**config.mk**
```make
export PLATFORM = sky130hd
export DESIGN_NAME = slow_fast_capture_fifo
export DESIGN_NICKNAME = d
export VERILOG_FILES = /design/src/rtl/slow_fast_capture_fifo.sv
export SDC_FILE = /design/constraint.sdc
export NUM_CORES = 1
export LEC_CHECK = 0
export CORE_ASPECT_RATIO = 2
export CORE_MARGIN = 10
export CORE_UTILIZATION = 40
export CTS_BUF_LIST = sky130_fd_sc_hd__clkbuf_2
export DETAILED_ROUTE_END_ITERATION = 8
export RECOVER_POWER = 25
export SLEW_MARGIN = 40
export SYNTH_ARGS = -nofsm -noshare
export SYNTH_HDL_FRONTEND = slang
export SYNTH_SLANG_ARGS = --single-unit
```
**constraint.sdc**
```tcl
create_clock -name clk -period 8.26 [get_ports clk]
set_clock_uncertainty 0.1 [all_clocks]
set_input_delay 0.826 -clock clk [delete_from_list [all_inputs] [get_ports clk]]
set_output_delay 0.826 -clock clk [all_outputs]
set_load 0.01 [all_outputs]
```
**src/rtl/slow_fast_capture_fifo.sv**
```systemverilog
// rtl/slow_fast_capture_fifo.sv - toggle-synchronized multi-channel capture with decimation and show-ahead FIFO
// Runs entirely in the fast clock domain; src_data is only sampled in the cycle after a kept toggle event.
module slow_fast_capture_fifo #(
   parameter int N           = 12,
   parameter int CHANNELS    = 2,
   parameter int SYNC_STAGES = 2,
   parameter int DEPTH       = 16,
   parameter int DECIM_W     = 8
) (
   input  logic                        clk,
   input  logic                        rst_n,
   input  logic [CHANNELS*N-1:0]       src_data,
   input  logic                        src_toggle,
   input  logic [DECIM_W-1:0]          decim,
   output logic [CHANNELS*N-1:0]       out_data,
   output logic                        out_valid,
   input  logic                        out_ready,
   output logic [$clog2(DEPTH):0]      fill_level,
   output logic                        overflow,
   input  logic                        clear_overflow,
   output logic [15:0]                 drop_count
);

   localparam int W  = CHANNELS * N;
   localparam int AW = $clog2(DEPTH);
   localparam int PW = $clog2(SYNC_STAGES + 2);
   localparam logic [PW-1:0]      PRIME_DONE = PW'(SYNC_STAGES + 1);
   localparam logic [AW:0]        FULL_CNT   = (AW + 1)'(DEPTH);
   localparam logic [DECIM_W-1:0] DEC_ONE    = DECIM_W'(1);

   logic [SYNC_STAGES-1:0] sync_q, sync_d;
   logic                   hist_q, hist_d;
   logic [PW-1:0]          prime_cnt_q, prime_cnt_d;
   logic [DECIM_W-1:0]     dec_cnt_q, dec_cnt_d;
   logic [DECIM_W-1:0]     dec_lim_q, dec_lim_d;
   logic [W-1:0]           cap_q, cap_d;
   logic                   cap_valid_q, cap_valid_d;
   logic [W-1:0]           mem_q [DEPTH];
   logic [W-1:0]           mem_d [DEPTH];
   logic [AW-1:0]          wr_ptr_q, wr_ptr_d;
   logic [AW-1:0]          rd_ptr_q, rd_ptr_d;
   logic [AW:0]            count_q, count_d;
   logic [W-1:0]           out_data_q, out_data_d;
   logic                   overflow_q, overflow_d;
   logic [15:0]            drop_count_q, drop_count_d;

   logic                   priming, evt, keep;
   logic [DECIM_W-1:0]     dec_lim_new;
   logic                   full, pop, accept, drop;
   logic [AW-1:0]          rd_next;

   always_comb begin
      sync_d      = {sync_q[SYNC_STAGES-2:0], src_toggle};
      hist_d      = sync_q[SYNC_STAGES-1];
      priming     = (prime_cnt_q != PRIME_DONE);
      prime_cnt_d = priming ? prime_cnt_q + PW'(1) : prime_cnt_q;
      evt         = !priming && (sync_q[SYNC_STAGES-1] != hist_q);

      // decim is only looked at when the window restarts, so mid-window changes wait for the wrap
      dec_lim_new = (decim == '0) ? '0 : decim - DEC_ONE;
      keep        = evt && (dec_cnt_q == '0);
      dec_cnt_d   = dec_cnt_q;
      dec_lim_d   = dec_lim_q;
      if (evt) begin
         if (dec_cnt_q == '0) begin
            dec_lim_d = dec_lim_new;
            dec_cnt_d = (dec_lim_new == '0) ? '0 : DEC_ONE;
         end else begin
            dec_cnt_d = (dec_cnt_q == dec_lim_q) ? '0 : dec_cnt_q + DEC_ONE;
         end
      end

      cap_d       = keep ? src_data : cap_q;
      cap_valid_d = keep;
   end

   always_comb begin
      full     = (count_q == FULL_CNT);
      pop      = (count_q != '0) && out_ready;
      accept   = cap_valid_q && (!full || pop);
      drop     = cap_valid_q && full && !pop;
      rd_next  = rd_ptr_q + AW'(1);

      mem_d    = mem_q;
      wr_ptr_d = wr_ptr_q;
      if (accept) begin
         mem_d[wr_ptr_q] = cap_q;
         wr_ptr_d        = wr_ptr_q + AW'(1);
      end
      rd_ptr_d = pop ? rd_next : rd_ptr_q;

      case ({accept, pop})
         2'b10:   count_d = count_q + (AW + 1)'(1);
         2'b01:   count_d = count_q - (AW + 1)'(1);
         default: count_d = count_q;
      endcase

      // registered head keeps out_data stable while the FIFO is empty
      out_data_d = out_data_q;
      if (pop) begin
         if (count_q > (AW + 1)'(1)) out_data_d = mem_q[rd_next];
         else if (accept)            out_data_d = cap_q;
      end else if (accept && (count_q == '0)) begin
         out_data_d = cap_q;
      end

      overflow_d   = drop ? 1'b1 : (clear_overflow ? 1'b0 : overflow_q);
      drop_count_d = drop_count_q;
      if (clear_overflow)              drop_count_d = drop ? 16'd1 : 16'd0;
      else if (drop && (drop_count_q != 16'hFFFF)) drop_count_d = drop_count_q + 16'd1;
   end

   always_ff @(posedge clk or negedge rst_n) begin
      if (!rst_n) begin
         sync_q       <= '0;
         hist_q       <= 1'b0;
         prime_cnt_q  <= '0;
         dec_cnt_q    <= '0;
         dec_lim_q    <= '0;
         cap_q        <= '0;
         cap_valid_q  <= 1'b0;
         for (int i = 0; i < DEPTH; i++) mem_q[i] <= '0;
         wr_ptr_q     <= '0;
         rd_ptr_q     <= '0;
         count_q      <= '0;
         out_data_q   <= '0;
         overflow_q   <= 1'b0;
         drop_count_q <= '0;
      end else begin
         sync_q       <= sync_d;
         hist_q       <= hist_d;
         prime_cnt_q  <= prime_cnt_d;
         dec_cnt_q    <= dec_cnt_d;
         dec_lim_q    <= dec_lim_d;
         cap_q        <= cap_d;
         cap_valid_q  <= cap_valid_d;
         mem_q        <= mem_d;
         wr_ptr_q     <= wr_ptr_d;
         rd_ptr_q     <= rd_ptr_d;
         count_q      <= count_d;
         out_data_q   <= out_data_d;
         overflow_q   <= overflow_d;
         drop_count_q <= drop_count_d;
      end
   end

   assign out_data   = out_data_q;
   assign out_valid  = (count_q != '0);
   assign fill_level = count_q;
   assign overflow   = overflow_q;
   assign drop_count = drop_count_q;

endmodule

```
==> flow_summary.json <==
{
  "finalNetCount": 1755,
  "grt_overflow": 0,
  "critPathBufInv": 4,
  "cp_top_family": "buffers and inverters",
  "avgSynthCellArea_um2": 14.3,
  "peakVddDrop_v": 0.000206,
  "finalNonFillerCells": 2530,
  "dp.cells": 2335,
  "ant_nets": 0,
  "cts_tree": "done",
  "grt_max_degree": 108,
  "cts.sinks": 484,
  "grt_pass1_vias": 14877,
  "tightest_slew_ns": 2.64,
  "postSynth.asyncResetShare": 1.00,
  "grt_setup_unrepaired": "no",
  "critPathMaxFanout": 102,
  "slowest_delay_ns": 1.85,
  "finalHoldViolCount": 0,
  "drt-pass1-iter-count": 5,
  "yosysWarnings": 0,
  "wl_per_cell_um": 22.8,
  "cp_slowest_cell": "clkbuf_1",
  "cp-end-kind": "async pin",
  "core_mm2": 0.0562,
  "numPortBuffers": 83,
  "vias": 13608,
  "setup_slack_ns": 3.25,
  "die_h_um": 357,
  "maxCapViolations": 3,
  "cp_data_arrival_time_ns": 5.59,
  "routed_wirelength_um": 57700,
  "synth_fp_nets": 1642,
  "antenna_found_initial": 2,
  "synth_seq_area_share": 0.535,
  "yosys_most_used_dff": "dfrtp_1",
  "viasPerCell": 5.38,
  "root_buffer": "clkbuf_2",
  "ys_types": 69,
  "drive_gt1_frac": 0.374,
  "crit_required_ns": 8.84,
  "regToRegSetupSlack_ns": 4.71,
  "final_cell_mix": "483 x dfrtp_1, 298 x mux2_2, 156 x clkbuf_2, 107 x nand2_1, 96 x mux4_2",
  "grt.total_usage": 0.173,
  "post-place-ws_ns": 4.47,
  "netlist_instances": 1590,
  "leakagePower_nw": 12.0,
  "cp_num_cells": 4,
  "cts_made_buffers": 109,
  "mostFrequentLayoutCell": "dfrtp_1",
  "final_max_slew_viol_count": 244,
  "reg2reg_from": "fill_level[1]",
  "timing.fmax_mhz": 200,
  "clock_path_buffers": 3,
  "synthesis.area_mm2": 0.0227,
  "cp-endpoint": "mem_q[3]",
  "num_io_pins": 84,
  "ys_ff_latch": 484,
  "place_congestion": 0.755,
  "dp_hpwl_um": 32800,
  "critPathLaunch": "rst_n",
  "critPathKind": "in -> async",
  "rr_endpoint": "out_data[12]",
  "area_delta_synth_final_pct": 11.5,
  "setup_viol": 0,
  "clkLatencyLatePin_ns": 1.14,
  "synth_edf_count": 0,
  "die_x_um": 188,
  "violations": "max-capacitance violations, max-slew violations",
  "p_per_area_mw_per_mm2": 309,
  "clkTransAtPathRegs_ns": 0.11,
  "h-tree-depth": 3,
  "nFillCells": 5110,
  "status": "finished with violations",
  "drc": 0,
  "cp_cell_sequence": "dlygate4sd3_1 -> clkbuf_1 -> buf_16 -> clkbuf_2",
  "dieArea_mm2": 0.0671,
  "rows": 123,
  "start_kind": "input pin",
  "ctsResizeCount": 0,
  "fin_tns_setup_ns": 0,
  "period_minus_slack_ns": 5.01,
  "period_share": 0.606,
  "slew_headroom": -0.760,
  "hold_class": "in -> reg",
  "first_iter_violations": 729,
  "grt_pass1_wl_um": 89300,
  "start_util": 0.403,
  "min_path_cells": 3,
  "r2r_cells": 11,
  "cts_setup_buffers": 0
}
[sequential cells by signal (all words and copies together) (netlist names), 4 cells and up]
register,count
wr_ptr_q,4
dec_lim_q,8
out_data,24
mem_q,384
drop_count,16
fill_level,5
rd_ptr_q,4
cap_q,24
dec_cnt_q,8
[metal layers]
metal,track usage,vias up,share of wire
met5,0,-,0
met1,0.194,7161,0.39
met2,0.321,277,0.55
met4,0.0623,0,0.023
met3,0.0290,95,0.038
li1,-,6075,-
[cells by family (layout without fill, tap and decap cells)]
group | count (synthesis) | after routing | share of synthesized area
AOI/OAI and AO/OA | 125 | 125 | 0.0452
xor gates and xnor gates | 35 | 35 | 0.0135
adders and majority gates | 15 | 15 | 0.00828
buffers and inverters | 134 | 321 | 0.0287
DFF | 484 | 484 | 0.535
muxes | 509 | 509 | 0.299
other | 0 | 3 | 0
and+or+nand+nor | 288 | 288 | 0.0707
[worst min path at each step]
stage                      startpoint        end  slack (ns)
after global placement      sync_q[0]  sync_q[1]        0.24
after detailed placement    sync_q[0]  sync_q[1]        0.24
final                     src_data[6]   cap_q[6]        0.13
after global routing      src_data[6]   cap_q[6]        0.04
after floorplan             sync_q[0]  sync_q[1]        0.23
after CTS                 src_data[6]   cap_q[6]       0.001
[cell usage after synthesis (8+ instances only)]
cell type | n | area [µm²]
nand3_1 | 11 | 55.1
mux2_2 | 298 | 3360
clkbuf_1 | 49 | 184
a21oi_1 | 36 | 180
mux2_1 | 87 | 980
a21boi_0 | 24 | 180
nand3_2 | 12 | 120
nor2_1 | 25 | 93.8
dfrtp_1 | 484 | 12100
mux2i_1 | 28 | 280
or2_2 | 24 | 150
a2111oi_2 | 18 | 270
nor2b_1 | 50 | 313
xnor2_1 | 22 | 193
buf_2 | 48 | 240
xor2_1 | 13 | 114
o21ai_0 | 12 | 60.1
nor3_1 | 10 | 50.1
nand2_1 | 107 | 402
nand4_1 | 10 | 62.6
mux4_2 | 96 | 2160
or3_1 | 8 | 50.1
buf_6 | 9 | 101
inv_1 | 17 | 63.8
ha_1 | 15 | 188
[area by class of cell]
cell class                 instances  area, µm²  area share
antenna                            3       7.51    0.000297
clock buffer                     154        771      0.0305
clock inverter                    31        188     0.00743
inverter                          18       72.6     0.00287
multi-input combinational        972       9950       0.394
sequential                       484      12100       0.480
tap                              750        938      0.0372
timing repair buffer             118       1210      0.0481
[worst register-to-register path, stage by stage, from the launching register on]
cell,delay (ns)
dfrtp_1,0.47
inv_1,0.13
ha_1,0.19
nor4b_2,0.38
inv_1,0.11
nand2_1,0.29
inv_1,0.16
ha_1,0.35
a32oi_4,0.30
buf_4,0.53
mux2i_1,0.31
a21oi_1,0.06
[timing repair]
action	in CTS	in global routing
endpoints found under the setup margin	0	0
endpoints found under the hold margin	110	0
hold buffers	6	0
[power breakdown]
group	leakage, nW	switching (mW)	total [mW]	internal [mW]
clock	0.738	0.949	1.51	0.564
sequential	6.51	0.677	3.69	3.02
combinational	4.73	1.24	2.60	1.36
[stage by stage]
stage	utilization	hold WS, ns	total power [mW]	instance area [µm²]
5_1_grt	0.450	0.0376	8.31	25300
2_1_floorplan	-	0.231	5.47	22700
3_5_place_dp	0.432	0.243	6.39	24200
4_1_cts	0.450	0.000952	7.94	25300
3_3_place_gp	0.429	0.235	6.28	24100
6_report	0.450	0.127	7.80	25300
(Power assumes the default switching activity.)
==> edit 1 (same settings) <==
Compare `count_q` against `FULL_CNT` with >= in place of ==.
--- a/src/rtl/slow_fast_capture_fifo.sv
+++ b/src/rtl/slow_fast_capture_fifo.sv
@@ -75,7 +75,7 @@
    end
 
    always_comb begin
-      full     = (count_q == FULL_CNT);
+      full     = (count_q >= FULL_CNT);
       pop      = (count_q != '0) && out_ready;
       accept   = cap_valid_q && (!full || pop);
       drop     = cap_valid_q && full && !pop;
Check against the original RTL: no difference found for any inputs over 4 cycles, from zero or initial values and one cycle with rst_n low; that may be too few to reach the edited logic, so the function may still have changed.
==> edit 1 against the original RTL <==
- the flow still finishes with violations (max-capacitance violations, max-slew violations)
- total power up 5.1%
- maximum frequency is 7.7% higher
- via count increased by 1.1%
- area after synthesis down 0.49%
- combinational power rose by 12%
- setup slack improved by 360 ps
- clock power down 4%
- sequential cell count is the same
- routed wire length up 3.8%
- cell area down 0.21%
- critical path type is now register to register
- largest power group unchanged
==> edit 1: results (changes against the original RTL) <==
DP Worst Slack 4390 ps (-76.8 ps); Vias 13800 (+1.1%); Syn Area/Cell 14.2 um^2 (-0.61%); Initial DRC Count 742 (+1.8%); Nets 1761 (+0.34%); total global-route track usage 0.183 (+0.0104); yosys warns 0 (unchanged); vias in the first global route 15300 (+2.7%); Num CTS Buffers 106 (-2.8%); LEAKAGE 0.0119 uW (-0.65%); Netlist cell types 63 (-8.7%); first-pass GRT wire length 94000 um (+5.3%); clock tree root driver cell clkbuf_2; failing checks max-capacitance violations, max-slew violations; H-Tree Depth 3 (unchanged); Least-Margin Pin Slew 3690 ps (+1050 ps); port bufs 83 (unchanged); syn_nets 1644 (+0.12%); synth top area cells dfrtp_1, mux2_2, mux4_2; FILL cells 5215 (+2.1%); HP Class primary input to register; routed vias/inst 5.42 (+0.73%); drt first pass iters 4 (-1); Switch Pwr 2990 uW (+4.5%); clock-pin slew on the worst setup and hold paths 120 ps; Commonest cells post-synth dfrtp_1, mux2_2, nand2_1, mux4_2, clkbuf_1; final wirelength 59800 um (+3.8%); dpl hpwl 35100 um (+6.7%); Peak supply drop 0.240 mV (+17%); Clk Latency, worst-skew pair 1130 ps; clock buffer depth 3 (unchanged); layout cell share with drive strength beyond 1 0.417 (+0.0432); ys async rst share 1.00 (unchanged); Critical Path Fanout Max 22 (-78%); outcome finished with violations; largest net degree at the start of global routing 92 (-15%); initial antenna violation count 1 (-1); fin. max-slew vios 85 (-65%); Biggest register mem_q; RePlAce Congestion 0.775 (+2.6%); max reg flops 384 (unchanged); placed cells 2347 (+0.51%); max_cap viols 2 (-1); sequential area share after synthesis 0.537 (+0.00261)
==> edit 1: path summary, 6_finish.rpt <==
path                                      to  cells after the start  slack [ps]     startpoint
min in group asynchronous       dec_cnt_q[2]                      2        1400          rst_n
max in group asynchronous        rd_ptr_q[0]                      2        4060          rst_n
worst max-delay path             out_data[4]                      7        3610  fill_level[4]
worst min-delay path                cap_q[2]                      3         120    src_data[2]
worst min register to register     sync_q[1]                      0         260      sync_q[0]
worst max register to register   out_data[4]                      7        3610  fill_level[4]
==> edit 1: metal layers <==
layer	part of all wire	track usage
met2	0.56	0.347
met5	0	0
met4	0.022	0.0641
met3	0.039	0.0266
met1	0.38	0.203
==> edit 1: kinds of logic (layout without fill, tap and decap cells) <==
group                    after synthesis  count (layout)  synth area share
AO/OA/AOI/OAI                        129             129            0.0466
XOR/XNOR                              35              35            0.0136
adder cells (fa/ha/maj)               15              15           0.00832
buffers and inverters                137             332            0.0290
flip-flops                           484             484             0.537
multiplexers                         511             511             0.302
other                                  0               3                 0
AND/OR/NAND/NOR                      281             281            0.0639
==> edit 1: power by group through the flow <==
stage | Clock (uW) | Sequential [uW] | Combinational [uW]
final | 1450 | 3850 | 2900
after global routing | 1640 | 3980 | 3130
after CTS | 1530 | 3860 | 2960
after detailed placement | 0 | 3910 | 2950
after global placement | 0 | 3860 | 2830
after floorplan | 0 | 3510 | 2260
==> edit 1: layout make-up <==
cell class	instances	area, um^2	share of cell area
antenna	3	7.51	0.000298
tap	750	938	0.0372
multi-input combinational	971	9890	0.393
timing repair buffer	126	1260	0.0500
inverter	20	75.1	0.00298
sequential	484	12100	0.481
clock inverter	19	76.3	0.00303
clock buffer	167	836	0.0332
==> edit 1: through the flow <==
stage / cell area [um^2] / hold slack, ps
floorplan: 22500 / 231
global placement: 24100 / 240
detailed placement: 24300 / 240
CTS: 25200 / 1.88
global route: 25200 / 78.0
finish: 25200 / 118
==> edit 1: what timing repair did <==
item                                   4_1_cts  5_1_grt
gates resized for setup                      0        0
setup buffers                                0        0
endpoints found under the hold margin      118        0
hold buffers                                 4        0
==> edit 1: critical path, stage by stage, from the launching register on <==
cell and delay, ps:
dfrtp_1 470, a21boi_0 2140, inv_1 140, ha_1 440
a22oi_4 260, buf_4 540, mux2i_1 290, a21oi_1 60
==> edit 2 (config.mk and constraints unchanged) <==
Made on the original files. Change the parameter `SYNC_STAGES` from 2 to 4.
--- a/src/rtl/slow_fast_capture_fifo.sv
+++ b/src/rtl/slow_fast_capture_fifo.sv
@@ -3,7 +3,7 @@
 module slow_fast_capture_fifo #(
    parameter int N           = 12,
    parameter int CHANNELS    = 2,
-   parameter int SYNC_STAGES = 2,
+   parameter int SYNC_STAGES = 4,
    parameter int DEPTH       = 16,
    parameter int DECIM_W     = 8
 ) (
Behaviour: not the same (Yosys sat finds a counterexample within 10 cycles, from zero or initial values and one cycle with rst_n low).
==> edit 2 against the original RTL <==
- the flow still finishes with violations (max-capacitance violations, max-slew violations)
- area after synthesis shrank 1.3%
- setup slack better by 690 ps
- critical path depth unchanged
- total power grew 16%
- non-clock buffer count decreased by 3
- first-iteration DRC count decreased by 6.2%
- final cell count up 3.1%
- sequential cell count up 3
- hold slack gained 13 ps
- combinational power is 31% higher
- die area is 1.2% lower
- cell area is 0.84% lower
- routed wire length is 2.7% lower
- critical endpoint is now rd_ptr_q[0]
==> edit 2: results (changes against the original RTL) <==
outcome finished with violations; failing checks max-capacitance violations, max-slew violations; Nets 1825 (+4.0%); Clock-cell share 0.0421 (+0.00412); post-CTS sizing 0 (unchanged); dpl hpwl 33700 um (+2.5%); post-synthesis register bit count 487 (+0.62%); hold endpoint cap_q[8]; LEAKAGE 0.0118 uW (-1.3%); clock buf count 166 (+7.8%); FF-to-FF setup slack 4960 ps (+250 ps); non-clk buf share 0.0463 (-0.00174); largest net degree at the start of global routing 158 (+46%); min-delay src src_data[8]; worst r2r path cells 8 (-3); total global-route track usage 0.172 (-0.00114); first-pass GRT wire length 89100 um (-0.21%); RR Endpoint mem_q[339]; Post-DP Area 0.0239 mm^2 (-1.3%); Seq area share 0.487 (+0.00707); CP endpoint rd_ptr_q[0]; Multi-input comb cells 1043 (+7.3%); Netlist cell types 55 (-20%); vias in the first global route 15400 (+3.3%); FILL cells 5130 (+0.39%); final wirelength 56100 um (-2.7%); layout cell share with drive strength beyond 1 0.385 (+0.0105); max_cap viols 1 (-2); drt first pass iters 4 (-1); fin. max-slew vios 74 (-70%); Peak supply drop 0.235 mV (+14%); yosys warns 0 (unchanged); RePlAce Congestion 0.772 (+2.2%); syn_nets 1745 (+6.3%); r2r startpoint fill_level[0]; Initial DRC Count 684 (-6.2%); max reg flops 384 (unchanged); Commonest cells post-synth dfrtp_1, mux2_2, nand2_1, mux4_2, nand3_1; nonclk inv count 15 (-3); sequential area share after synthesis 0.545 (+0.0105); Clk Latency, worst-skew pair 1120 ps (-20 ps); bufs w/o clock 115 (-2.5%); Num CTS Buffers 110 (+0.92%); routed vias/inst 5.37 (-0.25%); initial antenna violation count 3 (+1); ys async rst share 1.00 (unchanged); Critical Path Fanout Max 109 (+6.9%); std cell rows 122 (-0.81%); fraction of area in multi-input gates 0.385 (-0.00884); synth top area cells dfrtp_1, mux2_2, mux4_2; ANT cells 3 (unchanged); slowest stage delay, CP 2940 ps (+1090 ps); H-Tree Depth 3 (unchanged); cell family with most CP delay buffers and inverters; Least-Margin Pin Slew 4240 ps (+1600 ps); Critical Path AT 5370 ps (-220 ps)
## edit 2: changes by cell type after synthesis, moves of 26 or more
cell / change
buf_1: +26
mux2_1: -85
nor2_1: +31
nor2b_1: -44
nand2_1: +111
nand3_1: +83
mux2_2: +84
a21oi_1: -26
## edit 2: kinds of logic (layout without fill, tap and decap cells)
kind of cell,after synthesis,after routing,share of synthesized area
fa+ha+maj,16,16,0.00895
simple gates,433,433,0.0881
flops,487,487,0.545
other cells,0,3,0
buf+inv,162,331,0.0311
mux,484,484,0.292
xor+xnor,39,39,0.0153
compound gates,71,71,0.0198
## edit 2: where the power goes
part           switching (uW)  internal [uW]
clock                     966            630
combinational            1690           1710
sequential                788           3260
## edit 2: stage by stage
| step | hold slack [ps] | setup slack [ps] | utilization | std cells |
|---|---|---|---|---|
| 5_1_grt | 33.0 | 3180 | 0.452 | 2608 |
| 2_1_floorplan | 231 | 5330 | - | 1692 |
| 6_report | 141 | 3940 | 0.452 | 2608 |
| 3_5_place_dp | 235 | 4020 | 0.432 | 2399 |
| 4_1_cts | 1.80 | 4320 | 0.451 | 2603 |
| 3_3_place_gp | 234 | 3760 | 0.430 | 2398 |
## edit 2: layer usage
metal,share of wire,track usage,vias to the layer above
met1,0.37,0.183,7304
met4,0.030,0.0769,2
met2,0.55,0.318,348
met3,0.047,0.0357,103
li1,-,-,6236
met5,0.00023,0,-
## edit 2: timing repair
action                                 4_1_cts  5_1_grt
hold buffers                                 3        0
endpoints found under the hold margin       74        0
buffers inserted                             0        0
## edit 2: tightest hold or removal path, cell delays in order
cell and delay (ps):
clkdlybuf4s50_1 400, nand2_1 60, nand2_1 40
